--- config.mk ---
export PLATFORM = sky130hd
export DESIGN_NAME = twiddle_sequencer_flat
export DESIGN_NICKNAME = d
export VERILOG_FILES = /design/src/rtl/twiddle_sequencer_if.sv /design/src/rtl/twiddle_sequencer.sv /design/src/flat_wrapper.sv
export SDC_FILE = /design/constraint.sdc
export NUM_CORES = 1
export LEC_CHECK = 0
export ABC_AREA = 1
export ABC_CLOCK_PERIOD_IN_PS = 7200
export CAP_MARGIN = 40
export CORE_MARGIN = 4
export CORE_UTILIZATION = 50
export CTS_BUF_LIST = sky130_fd_sc_hd__clkbuf_4
export CTS_CLUSTER_SIZE = 10
export DETAILED_ROUTE_END_ITERATION = 12
export GPL_ROUTABILITY_DRIVEN = 0
export GPL_TIMING_DRIVEN = 0
export PLACE_DENSITY = 0.78
export SLEW_MARGIN = 20
export SYNTH_ARGS = -nofsm -noshare
export SYNTH_HDL_FRONTEND = slang
export SYNTH_SLANG_ARGS = --single-unit
--- constraint.sdc ---
create_clock -name i_clk -period 7.2 [get_ports i_clk]
set_input_delay 1.44 -clock i_clk [delete_from_list [all_inputs] [get_ports i_clk]]
set_output_delay 1.44 -clock i_clk [all_outputs]
set_load 0.02 [all_outputs]
--- src/rtl/twiddle_sequencer_if.sv ---
// Twiddle output bus between the sequencer (master) and the complex multiplier B operand (slave).
// A beat transfers on a clock edge where o_valid && i_ready; the master holds every field stable while o_valid && !i_ready.
interface twiddle_sequencer_if #(
  parameter int LOG2_N = 6,
  parameter int NB_TW  = 17
);
  logic                     i_ready;
  logic                     o_valid;
  logic signed [NB_TW-1:0]  o_tw_real;
  logic signed [NB_TW-1:0]  o_tw_imag;
  logic [LOG2_N-1:0]        o_stage;
  logic                     o_last;

  modport master (
    input  i_ready,
    output o_valid, o_tw_real, o_tw_imag, o_stage, o_last
  );

  modport slave (
    output i_ready,
    input  o_valid, o_tw_real, o_tw_imag, o_stage, o_last
  );
endinterface

--- src/rtl/twiddle_sequencer.sv ---
// Radix-2 DIF twiddle stream W_N^k, stage-major then butterfly-ascending,
// rebuilt from a quarter-wave cosine ROM and registered behind a valid/ready slot.
module twiddle_sequencer #(
  parameter int N_FFT  = 64,
  parameter int LOG2_N = 6,
  parameter int NB_TW  = 17,
  parameter int NBF_TW = 7
) (
  input  logic                 i_clk,
  input  logic                 i_rst,
  input  logic                 i_start,
  twiddle_sequencer_if.master  tw,
  output logic                 o_busy,
  output logic                 o_done,
  output logic [1:0]           o_state
);
  localparam logic [1:0] ST_IDLE  = 2'd0;
  localparam logic [1:0] ST_RUN   = 2'd1;
  localparam logic [1:0] ST_DRAIN = 2'd2;

  localparam int                KW    = LOG2_N - 1;
  localparam logic [KW-1:0]     B_MAX = '1;
  localparam logic [KW-1:0]     QTR   = KW'(N_FFT / 4);
  localparam logic [LOG2_N-1:0] S_MAX = LOG2_N'(LOG2_N - 1);

  logic [1:0]               state_q;
  logic [LOG2_N-1:0]        stage_q;
  logic [KW-1:0]            bfly_q;
  logic                     valid_q;
  logic signed [NB_TW-1:0]  re_q;
  logic signed [NB_TW-1:0]  im_q;
  logic [LOG2_N-1:0]        ostage_q;
  logic                     last_q;
  logic                     done_q;

  logic [KW-1:0]            k;
  logic                     k_lo;
  logic [KW-1:0]            re_idx;
  logic [KW-1:0]            im_idx;
  logic signed [NB_TW-1:0]  re_d;
  logic signed [NB_TW-1:0]  im_d;
  logic                     last_d;
  logic                     slot_free;

  // round-half-away(2^NBF_TW * cos(2*pi*m/64)), m = 0..16
  function automatic logic signed [NB_TW-1:0] rom(input logic [KW-1:0] m);
    case (int'(m))
      0:       rom = NB_TW'(1 << NBF_TW);
      1:       rom = NB_TW'(127);
      2:       rom = NB_TW'(126);
      3:       rom = NB_TW'(122);
      4:       rom = NB_TW'(118);
      5:       rom = NB_TW'(113);
      6:       rom = NB_TW'(106);
      7:       rom = NB_TW'(99);
      8:       rom = NB_TW'(91);
      9:       rom = NB_TW'(81);
      10:      rom = NB_TW'(71);
      11:      rom = NB_TW'(60);
      12:      rom = NB_TW'(49);
      13:      rom = NB_TW'(37);
      14:      rom = NB_TW'(25);
      15:      rom = NB_TW'(13);
      default: rom = '0;
    endcase
  endfunction

  always_comb begin
    k      = (bfly_q & (B_MAX >> stage_q)) << stage_q;
    k_lo   = (k < QTR);
    // N/2 - k is the KW-bit two's complement of k, since N/2 = 2^KW
    re_idx = k_lo ? k : (~k + 1'b1);
    im_idx = k_lo ? (QTR - k) : (k - QTR);
    re_d   = k_lo ? rom(re_idx) : -rom(re_idx);
    im_d   = -rom(im_idx);
    last_d = (stage_q == S_MAX) && (bfly_q == B_MAX);
  end

  assign slot_free = !valid_q || tw.i_ready;

  always_ff @(posedge i_clk) begin
    if (i_rst) begin
      state_q  <= ST_IDLE;
      stage_q  <= '0;
      bfly_q   <= '0;
      valid_q  <= 1'b0;
      re_q     <= '0;
      im_q     <= '0;
      ostage_q <= '0;
      last_q   <= 1'b0;
      done_q   <= 1'b0;
    end else begin
      done_q <= 1'b0;
      case (state_q)
        ST_IDLE: begin
          // The o_done cycle already reads as IDLE but must not launch a frame.
          if (i_start && !done_q) begin
            stage_q <= '0;
            bfly_q  <= '0;
            state_q <= ST_RUN;
          end
        end
        ST_RUN: begin
          if (slot_free) begin
            re_q     <= re_d;
            im_q     <= im_d;
            ostage_q <= stage_q;
            last_q   <= last_d;
            valid_q  <= 1'b1;
            bfly_q   <= bfly_q + 1'b1;
            if (bfly_q == B_MAX) stage_q <= stage_q + 1'b1;
            if (last_d) state_q <= ST_DRAIN;
          end
        end
        ST_DRAIN: begin
          if (valid_q && tw.i_ready) begin
            valid_q <= 1'b0;
            last_q  <= 1'b0;
            done_q  <= 1'b1;
            state_q <= ST_IDLE;
          end
        end
        default: state_q <= ST_IDLE;
      endcase
    end
  end

  assign tw.o_valid   = valid_q;
  assign tw.o_tw_real = re_q;
  assign tw.o_tw_imag = im_q;
  assign tw.o_stage   = ostage_q;
  assign tw.o_last    = last_q;
  assign o_busy       = (state_q != ST_IDLE);
  assign o_done       = done_q;
  assign o_state      = state_q;
endmodule

--- src/flat_wrapper.sv ---
// flat-port wrapper written by rule: the top's interface ports become plain ports
module twiddle_sequencer_flat 
#(
  parameter int N_FFT  = 64,
  parameter int LOG2_N = 6,
  parameter int NB_TW  = 17,
  parameter int NBF_TW = 7
)
  (i_clk, i_rst, i_start, o_busy, o_done, o_state, tw_i_ready, tw_o_valid, tw_o_tw_real, tw_o_tw_imag, tw_o_stage, tw_o_last);
  twiddle_sequencer_if #(.LOG2_N(LOG2_N), .NB_TW(NB_TW)) tw_i ();
  input  logic i_clk;
  input  logic i_rst;
  input  logic i_start;
  output logic o_busy;
  output logic o_done;
  output logic [1:0] o_state;
  input wire logic [$bits(tw_i.i_ready)-1:0] tw_i_ready;
  output wire logic [$bits(tw_i.o_valid)-1:0] tw_o_valid;
  output wire logic [$bits(tw_i.o_tw_real)-1:0] tw_o_tw_real;
  output wire logic [$bits(tw_i.o_tw_imag)-1:0] tw_o_tw_imag;
  output wire logic [$bits(tw_i.o_stage)-1:0] tw_o_stage;
  output wire logic [$bits(tw_i.o_last)-1:0] tw_o_last;
  assign tw_i.i_ready = tw_i_ready;
  assign tw_o_valid = tw_i.o_valid;
  assign tw_o_tw_real = tw_i.o_tw_real;
  assign tw_o_tw_imag = tw_i.o_tw_imag;
  assign tw_o_stage = tw_i.o_stage;
  assign tw_o_last = tw_i.o_last;
  twiddle_sequencer #(.N_FFT(N_FFT), .LOG2_N(LOG2_N), .NB_TW(NB_TW), .NBF_TW(NBF_TW)) u_core (.i_clk(i_clk), .i_rst(i_rst), .i_start(i_start), .tw(tw_i), .o_busy(o_busy), .o_done(o_done), .o_state(o_state));
endmodule
==> impl_metrics.yaml <==
run_status:
  status: "complete, no violations"
floorplan:
  rows: 29
  die_w_um: 89.7
  start_util: 0.520
  core_um2: 6420
  die_area_um2: 8050
  die_h_um: 89.7
  io_pins: 50
clocking:
  cts_tree: "yes"
  clock-sinks: 52
  root_buffer: "clkbuf_4"
  cts_buffers: 5
  cts_hold_buf: 0
  clk_latency_ns: 0.36
  clkSlewWorstSetupHoldPaths_ns: 0.14
  cts_resized: 0
  cts_max_level: 2
  post_cts_buffers: 0
  clk_path_buf_depth: 2
timing:
  fmax_mhz: 293
  final_hold_viol_count: 0
  slew_viol_final: 0
  maxSlewHeadroom: 0.648
  timing.hold.ws_ns: 0.476
  fin_worst_skew_ns: 0.0111
  min_period_over_period: 0.474
  layout_min_cycle_time_ns: 3.42
  finalSetupTns_ns: 0
  worstMarginPinSlew_ns: 0.524
  rsz0062_at_grt: "false"
  finalSetupViolations: 0
layout:
  nNetsFinal: 575
  final_core_util: 0.625
  area_delta_synth_final_pct: 20.2
  fillers: 596
  layout-drive-gt1-share: 0.118
  final_common_cell: "nand2_1"
  multi_input_area_um2: 1970
  seq_area_um2: 1040
  instances_no_fill: 629
  diodes: 0
  final_cell_mix: "nand2_1, dfxtp_1, clkdlybuf4s50_1"
  final_area_um2: 4010
setup_path:
  path_delay_family: "compound AO/OA/AOI/OAI gates"
  end_kind: "register"
  max_stage_delay_ns: 0.48
  start_kind: "input pin"
  cp_max_fo: 7
  path_common_cell: "nand2_1"
  crit_cells: 12
  path_buf_inv: 3
  path_class: "input pin to register"
  worstPathArrival_ns: 3.73
  r2r_cells: 18
  rr_startpoint: "u_core.stage_q[3]$_SDFFE_PP0P_"
  r2r_setup_slack_ns: 3.91
  worstPathRequired_ns: 7.51
  path_cells: "clkdlybuf4s50_1 > inv_1 > nand2_1 > nand2_1 > a21oi_1 > inv_1 > a21oi_1 > nand2_1 > nor2_1 > nand2_1 > a21oi_1 > o21a_1"
  cpMaxStageDelayCell: "clkdlybuf4s50_1"
  r2r-end: "u_core.tw.o_tw_imag[7]$_SDFFE_PP0P_"
global_routing:
  grtUsageTotal: 0.197
  grt_overflow: 0
  grt_pass1_wl_mm: 13.6
  antenna_found_initial: 0
  grt_start_max_net_pins: 16
  grt_pass1_vias: 3061
placement:
  placed_area_um2: 3920
  port_buffers: 48
  dp.cells: 622
  hpwlAfterDp_mm: 6.41
route:
  wl_per_cell_um: 12.9
  drt-total-wl_mm: 8.11
  vias: 3345
  via_per_inst: 5.32
  drtIter0Drc: 173
  drc: 0
  first_pass_iters: 4
  detail-route-antenna-nets: 0
job:
  cap_violations: 0
power_and_ir_drop:
  powerDensity_nw_per_um2: 485
  ir_worst_vdd_mv: 0.223
  p_leak_nw: 1.83
yosys:
  synth_seq_cells: 52
  postSynthAreaPerCell_um2: 6.72
  syn_nets: 520
  async_reset_ff_frac: 0
  syn-cell-area_um2: 3340
  ys_seq_area_frac: 0.312
  ys_warn_count: 0
  synthFlopType: "dfxtp_1"
  synth_cell_types: 36
  synth_cells: 497
  synth_edf_count: 0
hold_path:
  holdCritPathClass: "register to register"
  worstHoldStart: "u_core.tw.o_tw_imag[13]$_SDFFE_PP0P_"
  hold-path-cell-count: 2
  min_to: "u_core.tw.o_tw_imag[13]$_SDFFE_PP0P_"
==> synth_stat cells (all sizes together) (2+ instances only) <==
master / count / share of area
clkbuf: 11 / 0.012
nand4: 11 / 0.022
o211ai: 4 / 0.0090
a21oi: 40 / 0.061
a31oi: 2 / 0.0037
inv: 53 / 0.060
nand3: 51 / 0.092
buf: 9 / 0.025
ha: 19 / 0.071
nor2: 51 / 0.066
dfxtp: 52 / 0.31
nor3: 6 / 0.0090
nand2: 140 / 0.17
xor2: 3 / 0.0079
o21ai: 39 / 0.063
==> routing by layer <==
metal / up-vias / GRT usage / part of all wire
met5: - / 0 / 0
met2: 84 / 0.365 / 0.51
met1: 1516 / 0.236 / 0.44
li1: 1732 / - / -
met4: 0 / 0.0473 / 0.011
met3: 13 / 0.0334 / 0.042
==> flip-flops by register name, indices dropped and copies added, names as in the netlist <==
register             cells
u_core.tw.o_stage        6
u_core.o_state           2
u_core.tw.o_last         1
u_core.tw.o_valid        1
u_core.stage_q           6
u_core.bfly_q            5
u_core.o_done            1
u_core.tw.o_tw_real     15
u_core.tw.o_tw_imag     15
==> how the worst max path moves through the flow <==
| stage | start | endpoint | slack, ns |
|---|---|---|---|
| 2_1_floorplan | tw_i_ready | u_core.stage_q[4]$_SDFFE_PP0P_ | 4.34 |
| 3_3_place_gp | tw_i_ready | u_core.stage_q[4]$_SDFFE_PP0P_ | 3.48 |
| 3_5_place_dp | tw_i_ready | u_core.stage_q[4]$_SDFFE_PP0P_ | 3.45 |
| 4_1_cts | tw_i_ready | u_core.stage_q[4]$_SDFFE_PP0P_ | 3.82 |
| 5_1_grt | u_core.stage_q[3]$_SDFFE_PP0P_ | u_core.tw.o_tw_imag[7]$_SDFFE_PP0P_ | 3.56 |
| 6_report | tw_i_ready | u_core.stage_q[4]$_SDFFE_PP0P_ | 3.78 |
==> per-stage QoR <==
step                      setup WS, ns  power [mW]
final                             3.78        1.94
after global routing              3.56        2.12
after global placement            3.48        1.71
after floorplan                   4.34        1.37
after CTS                         3.82        1.94
after detailed placement          3.45        1.74
==> kinds of logic after synthesis <==
family / after synthesis / synth area share
AOI/OAI and AO/OA: 88 / 0.144
and+or+nand+nor: 262 / 0.367
xor gates and xnor gates: 3 / 0.00787
buffers and inverters: 73 / 0.0975
DFF: 52 / 0.312
adders and majority gates: 19 / 0.0712
==> layout make-up <==
| class | count | area share |
|---|---|---|
| Timing Repair Buffer | 48 | 0.120 |
| Clock buffer | 5 | 0.00935 |
| Multi-Input combinational cell | 372 | 0.491 |
| Clock inverter | 2 | 0.0150 |
| Buffer | 20 | 0.0309 |
| Sequential cell | 52 | 0.259 |
| Tap cell | 77 | 0.0240 |
| Inverter | 53 | 0.0502 |
==> report_power, final <==
part | internal, mW | leakage, nW | total, mW | switching, mW
registers | 0.371 | 0.425 | 0.423 | 0.0519
clock network | 0.106 | 0.0513 | 0.192 | 0.0858
logic | 0.481 | 1.35 | 1.33 | 0.848
total | 0.959 | 1.83 | 1.94 | 0.986
==> worst register-to-register path, stage by stage (launching register included) <==
cell and delay, ns:
dfxtp_1 0.43, nor2_2 0.25, nand2_1 0.09, nand2_2 0.11, nand4_2 0.16, ha_1 0.39, o21ai_2 0.22, inv_2 0.09
ha_1 0.28, nand2_1 0.06, o211ai_1 0.08, nand3_1 0.19, inv_1 0.10, nor2_2 0.14, nand2_1 0.09, inv_1 0.07
ha_1 0.23, o21ai_0 0.17, nor2_1 0.05
No activity file was read; power rests on OpenSTA's default activity.
